<file path="src/rtl/adder_share_seq.sv">
`default_nettype none
// ============================================================================
//  Module   : adder_share_seq (with helper sixteen_bit_std)
//  Purpose  : Two-requester round-robin sequencer around one shared 16-bit
//             ripple-carry adder; a wide add of 16*NSLICE bits is performed
//             one slice per cycle with the carry chained through a register.
//  Option   : ADDER_SHARE_SUB_EN adds sub0/sub1 ports selecting A-B mode.
//  Revision : 1.0  initial release
// ============================================================================

// 16-bit ripple-carry adder shared by both requesters
module sixteen_bit_std (
    input  logic [15:0] a,
    input  logic [15:0] b,
    input  logic        cin,
    output logic [15:0] sum,
    output logic        cout
);
    logic [16:0] w_c;

    assign w_c[0] = cin;

    genvar i;
    generate
        for (i = 0; i < 16; i = i + 1) begin : g_bit
            assign sum[i]   = a[i] ^ b[i] ^ w_c[i];
            assign w_c[i+1] = (a[i] & b[i]) | (w_c[i] & (a[i] ^ b[i]));
        end
    endgenerate

    assign cout = w_c[16];
endmodule

module adder_share_seq #(
    parameter int NSLICE = 2
) (
    input  logic                 clk,
    input  logic                 rst,
    input  logic                 req0,
    input  logic [16*NSLICE-1:0] a0,
    input  logic [16*NSLICE-1:0] b0,
    input  logic                 cin0,
    input  logic                 req1,
    input  logic [16*NSLICE-1:0] a1,
    input  logic [16*NSLICE-1:0] b1,
    input  logic                 cin1,
`ifdef ADDER_SHARE_SUB_EN
    input  logic                 sub0,
    input  logic                 sub1,
`endif
    output logic                 ack0,
    output logic                 ack1,
    output logic [16*NSLICE-1:0] result,
    output logic                 cout,
    output logic                 busy,
    output logic                 owner
);
    localparam int W  = 16 * NSLICE;
    localparam int CW = (NSLICE > 1) ? $clog2(NSLICE) : 1;

    typedef enum logic [1:0] {
        S_IDLE = 2'd0,
        S_ADD  = 2'd1,
        S_DONE = 2'd2
    } state_t;

    state_t          r_state;
    logic [W-1:0]    r_a;
    logic [W-1:0]    r_b;
    logic            r_carry;
    logic [CW-1:0]   r_k;
    logic            r_ptr;
    logic            r_owner;
    logic [W-1:0]    r_result;
    logic            r_cout;

    logic            w_grant;
    logic [W-1:0]    w_sel_a;
    logic [W-1:0]    w_sel_b;
    logic            w_sel_cin;
    logic [15:0]     w_sum;
    logic            w_cout;

    // Both requesting: pointer decides; otherwise whichever one is asking
    assign w_grant = (req0 & req1) ? r_ptr : req1;

    // Operand selection for the grantee, including the optional subtract mode
`ifdef ADDER_SHARE_SUB_EN
    logic w_sel_sub;
    assign w_sel_sub = w_grant ? sub1 : sub0;
    assign w_sel_a   = w_grant ? a1 : a0;
    assign w_sel_b   = w_sel_sub ? ~(w_grant ? b1 : b0) : (w_grant ? b1 : b0);
    assign w_sel_cin = w_sel_sub ? 1'b1 : (w_grant ? cin1 : cin0);
`else
    assign w_sel_a   = w_grant ? a1 : a0;
    assign w_sel_b   = w_grant ? b1 : b0;
    assign w_sel_cin = w_grant ? cin1 : cin0;
`endif

    sixteen_bit_std u_add (
        .a    (r_a[16*r_k +: 16]),
        .b    (r_b[16*r_k +: 16]),
        .cin  (r_carry),
        .sum  (w_sum),
        .cout (w_cout)
    );

    // Sequencer: grant, walk the slices through the shared adder, acknowledge
    always_ff @(posedge clk) begin
        if (rst) begin
            r_state  <= S_IDLE;
            r_a      <= '0;
            r_b      <= '0;
            r_carry  <= 1'b0;
            r_k      <= '0;
            r_ptr    <= 1'b0;
            r_owner  <= 1'b0;
            r_result <= '0;
            r_cout   <= 1'b0;
        end else begin
            case (r_state)
                S_IDLE: begin
                    if (req0 | req1) begin
                        r_a     <= w_sel_a;
                        r_b     <= w_sel_b;
                        r_carry <= w_sel_cin;
                        r_owner <= w_grant;
                        r_k     <= '0;
                        r_state <= S_ADD;
                    end
                end
                S_ADD: begin
                    r_result[16*r_k +: 16] <= w_sum;
                    r_carry                <= w_cout;
                    if (r_k == CW'(NSLICE - 1)) begin
                        r_cout  <= w_cout;
                        r_state <= S_DONE;
                    end else begin
                        r_k <= r_k + CW'(1);
                    end
                end
                S_DONE: begin
                    r_ptr   <= ~r_owner;
                    r_state <= S_IDLE;
                end
                default: r_state <= S_IDLE;
            endcase
        end
    end

    assign ack0   = (r_state == S_DONE) & ~r_owner;
    assign ack1   = (r_state == S_DONE) &  r_owner;
    assign busy   = (r_state != S_IDLE);
    assign owner  = r_owner;
    assign result = r_result;
    assign cout   = r_cout;
endmodule
`default_nettype wire

</file>
<file path="config.mk">
export PLATFORM = sky130hd
export DESIGN_NAME = adder_share_seq
export DESIGN_NICKNAME = d
export VERILOG_FILES = /design/src/rtl/adder_share_seq.sv
export SDC_FILE = /design/constraint.sdc
export NUM_CORES = 1
export LEC_CHECK = 0
export ABC_AREA = 1
export BUFFER_PORTS_ARGS = -buffer_cell sky130_fd_sc_hd__buf_2
export CAP_MARGIN = 40
export CORE_UTILIZATION = 55
export DETAILED_ROUTE_END_ITERATION = 12
export PLACE_DENSITY = 0.9
export SKIP_CTS_REPAIR_TIMING = 1
export SLEW_MARGIN = 20
export SYNTH_ARGS = -nofsm -noshare
export SYNTH_HDL_FRONTEND = slang
export SYNTH_SLANG_ARGS = --single-unit
</file>
<file path="constraint.sdc">
create_clock -name clk -period 16.84 [get_ports clk]
set_input_delay 1.684 -clock clk [delete_from_list [all_inputs] [get_ports clk]]
set_output_delay 1.684 -clock clk [all_outputs]
set_load 0.1 [all_outputs]
</file>
==> qor.yml <==
yosys:
  yosys.area_share.simple_pct: 33.08
  synthAdderAreaFrac_pct: 5.973
  synth-seq-area-share_pct: 38.45
  syn_area_um2: 5363
  synth_compound_area_share_pct: 9.659
  synth_xor_area_share_pct: 0
  synth.mux.area_fraction_pct: 0
  yosys.area.top_type: "dfxtp_1"
  synth_seq_cells: 103
  ys_warn_count: 0
  synth_area_per_cell_um2: 6.445
  synth_top_family_by_area: "simple AND/OR/NAND/NOR gates"
  ys_types: 17
  syn-num-nets: 982
  synth_top_area_share_pct: 38.45
  synthCells: 832
  synth_area_leaders: "dfxtp_1 38%, nand2_1 19%, nand3_1 9.2%"
timing:
  fmax_mhz: 145.2
  finalSetupTns_ns: 0
  rsz0062_at_grt: "no"
  maxSlewViolCount: 0
  whs_ns: 0.4636
  timing.final.crit_share_pct: 40.89
  hold_viol_final: 0
  setup_viol: 0
  period_needed_ns: 6.885
  skew_ns: 0.007952
  post-route-worst-setup-slack_ns: 9.955
  relSlewSlack_pct: 53.33
  worst_pin_slew_ns: 0.6993
grt:
  antenna_found_initial: 0
  gr-total-overflow: 0
  grt_max_degree: 75
  grt_pass1_wl_um: 22360
  grt_use_total_pct: 28.04
  first_global_vias: 4817
floorplanning:
  core_area_um2: 9328
  start_util_pct: 57.49
  die_area_um2: 10150
  die_h_um: 100.7
  fp.dieW_um: 100.7
  ios: 171
  rows: 35
drt:
  drt_iter0_drc: 385
  vias: 5514
  avgViaCountPerCell: 4.999
  routed_wl_um: 14020
  ant_nets: 0
  remaining_drc_errors: 0
  wl_per_cell_um: 12.71
  drtPass1Iterations: 5
finish:
  final_common_cell: "nand2_1"
  most-common-layout-cells: "267 x nand2_1, 170 x buf_2, 116 x inv_1, 102 x dfxtp_1, 99 x nand3_1"
  fill_cells: 790
  multi_input_area_um2: 2615
  final_util_pct: 69.87
  drive_gt1_share_pct: 20.64
  syn2layout_area_growth_pct: 21.54
  nNetsFinal: 1119
  regArea_um2: 2063
  antenna_cells: 0
worst_setup_path:
  critPathTopFamily: "adder cells"
  reg2reg_depth: 24
  critPathMaxStageDelay_ns: 0.68
  crit_top_cell: "fa_1"
  start_kind: "flop"
  crit_buf_inv: 5
  r2r_end: "result[31]"
  critPathMaxFanout: 37
  worstPathArrival_ns: 7.13
  cp.required_ns: 17.09
  worstSetupPathType: "reg -> reg"
  worstSetupEndpointType: "flop"
  r2r-start: "r_k"
  r2r_slack_ns: 9.95
  cpMaxStageDelayCell: "dfxtp_2"
  cp_cell_sequence: "o21ai_0 > fa_1 > fa_1 > fa_1 > fa_1 > fa_1 > fa_1 > fa_1 > fa_1 > inv_1 > fa_1 > fa_1 > inv_1 > fa_1 > inv_1 > fa_1 > fa_1 > fa_1 > inv_1 > fa_1 > inv_1 > fa_1 > nand3_1 > a21oi_1"
clocking:
  clkTransAtPathRegs_ns: 0.09
  numCtsBuffers: 9
  cts_max_level: 3
  clk_path_buf_depth: 2
  cts.sinks: 103
  cts_root_buf: "clkbuf_8"
  clock_latency_ns: 0.36
  cts_tree: "done"
place:
  pre_cts_slack_ns: 10.04
  port_buffers: 170
  hpwlAfterDp_um: 10090
  place_congestion: 0.8501
min_path:
  min-delay-start: "result[26]"
  min_delay_path_depth: 2
  hold_path_end: "result[26]"
  hold_path.class: "reg -> reg"
power_and_ir_drop:
  peakVddDrop_v: 0.00005393
  powerDensity_nw_per_um2: 110.8
  p_leak_nw: 3.522
job:
  max-cap-violations: 0
outcome:
  status: "completed"
[worst reg2reg max path, cell delays in order, from the launching register on]
cell	delay, ns
dfxtp_2	0.68
o21ai_0	0.20
fa_1	0.43
fa_1	0.39
fa_1	0.40
fa_1	0.42
fa_1	0.40
fa_1	0.39
fa_1	0.41
fa_1	0.40
inv_1	0.09
fa_1	0.20
fa_1	0.18
inv_1	0.06
fa_1	0.36
inv_1	0.08
fa_1	0.20
fa_1	0.21
fa_1	0.18
inv_1	0.06
fa_1	0.36
inv_1	0.08
fa_1	0.43
nand3_1	0.12
a21oi_1	0.07
[Yosys cell counts]
cell type and instances:
nand2_1 268, inv_1 116, dfxtp_1 103, nand3_1 99
a21oi_1 68, nor2_1 68, o21ai_0 34, buf_2 25
clkbuf_1 20, fa_1 16, buf_1 5, inv_2 4
buf_4 2, a211oi_1 1, clkinv_1 1, nor2_2 1
nor2_4 1
[per-layer routing]
layer | share of wire (%) | track usage [%] | vias up
li1 | - | - | 2819
met1 | 43 | 36.98 | 2424
met2 | 47 | 46.21 | 236
met3 | 7.2 | 4.369 | 35
met4 | 2.6 | 11.04 | 0
met5 | 0 | 0 | -
[registers in the layout, summed over array words and instances (netlist names)]
register and count:
r_k 1, r_ptr 1, r_carry 1, cout 1, result 32, r_a 32, owner 1, r_state 2
r_b 32
[per-stage QoR]
stage | total power, W | area [um^2] | cells
after floorplan | 0.0004664 | 5363 | 832
after global placement | 0.0005191 | 6175 | 1083
after detailed placement | 0.0005277 | 6257 | 1087
after CTS | 0.0007212 | 6518 | 1103
after global routing | 0.0007582 | 6518 | 1103
final | 0.0007222 | 6518 | 1103
[worst max-delay path by stage]
| stage | start | end | slack (ns) | cells after the start |
|---|---|---|---|---|
| finish | r_k | result[31] | 9.95 | 24 |
| global route | r_k | result[31] | 9.67 | 24 |
| CTS | r_k | result[15] | 10.03 | 24 |
| detailed placement | r_k | result[15] | 10.04 | 24 |
| global placement | r_k | result[15] | 10.16 | 24 |
| floorplan | r_k | result[15] | 10.39 | 26 |
[report_power, final]
part	total [W]	switching, W	internal (W)	leakage [nW]
clock network	0.000196	0.0000829	0.000114	0.126
logic	0.000240	0.000170	0.0000697	2.55
registers	0.000286	0.0000149	0.000271	0.850
total	0.000722	0.000268	0.000454	3.52
[layout make-up]
type / instances / share of cell area, %
Multi-Input combinational cell: 556 / 40.12
Sequential cell: 103 / 31.66
Timing Repair Buffer: 178 / 14.78
Inverter: 121 / 6.969
Tap cell: 129 / 2.476
Clock inverter: 6 / 2.035
Clock buffer: 10 / 1.958
[kinds of logic (layout without fill, tap and decap cells)]
logic type / count (synthesis) / count (layout)
buffers and inverters: 173 / 315
AO/OA/AOI/OAI: 103 / 103
flip-flops: 103 / 103
adder cells (fa/ha/maj): 16 / 16
AND/OR/NAND/NOR: 437 / 437
(Power assumes the default switching activity.)
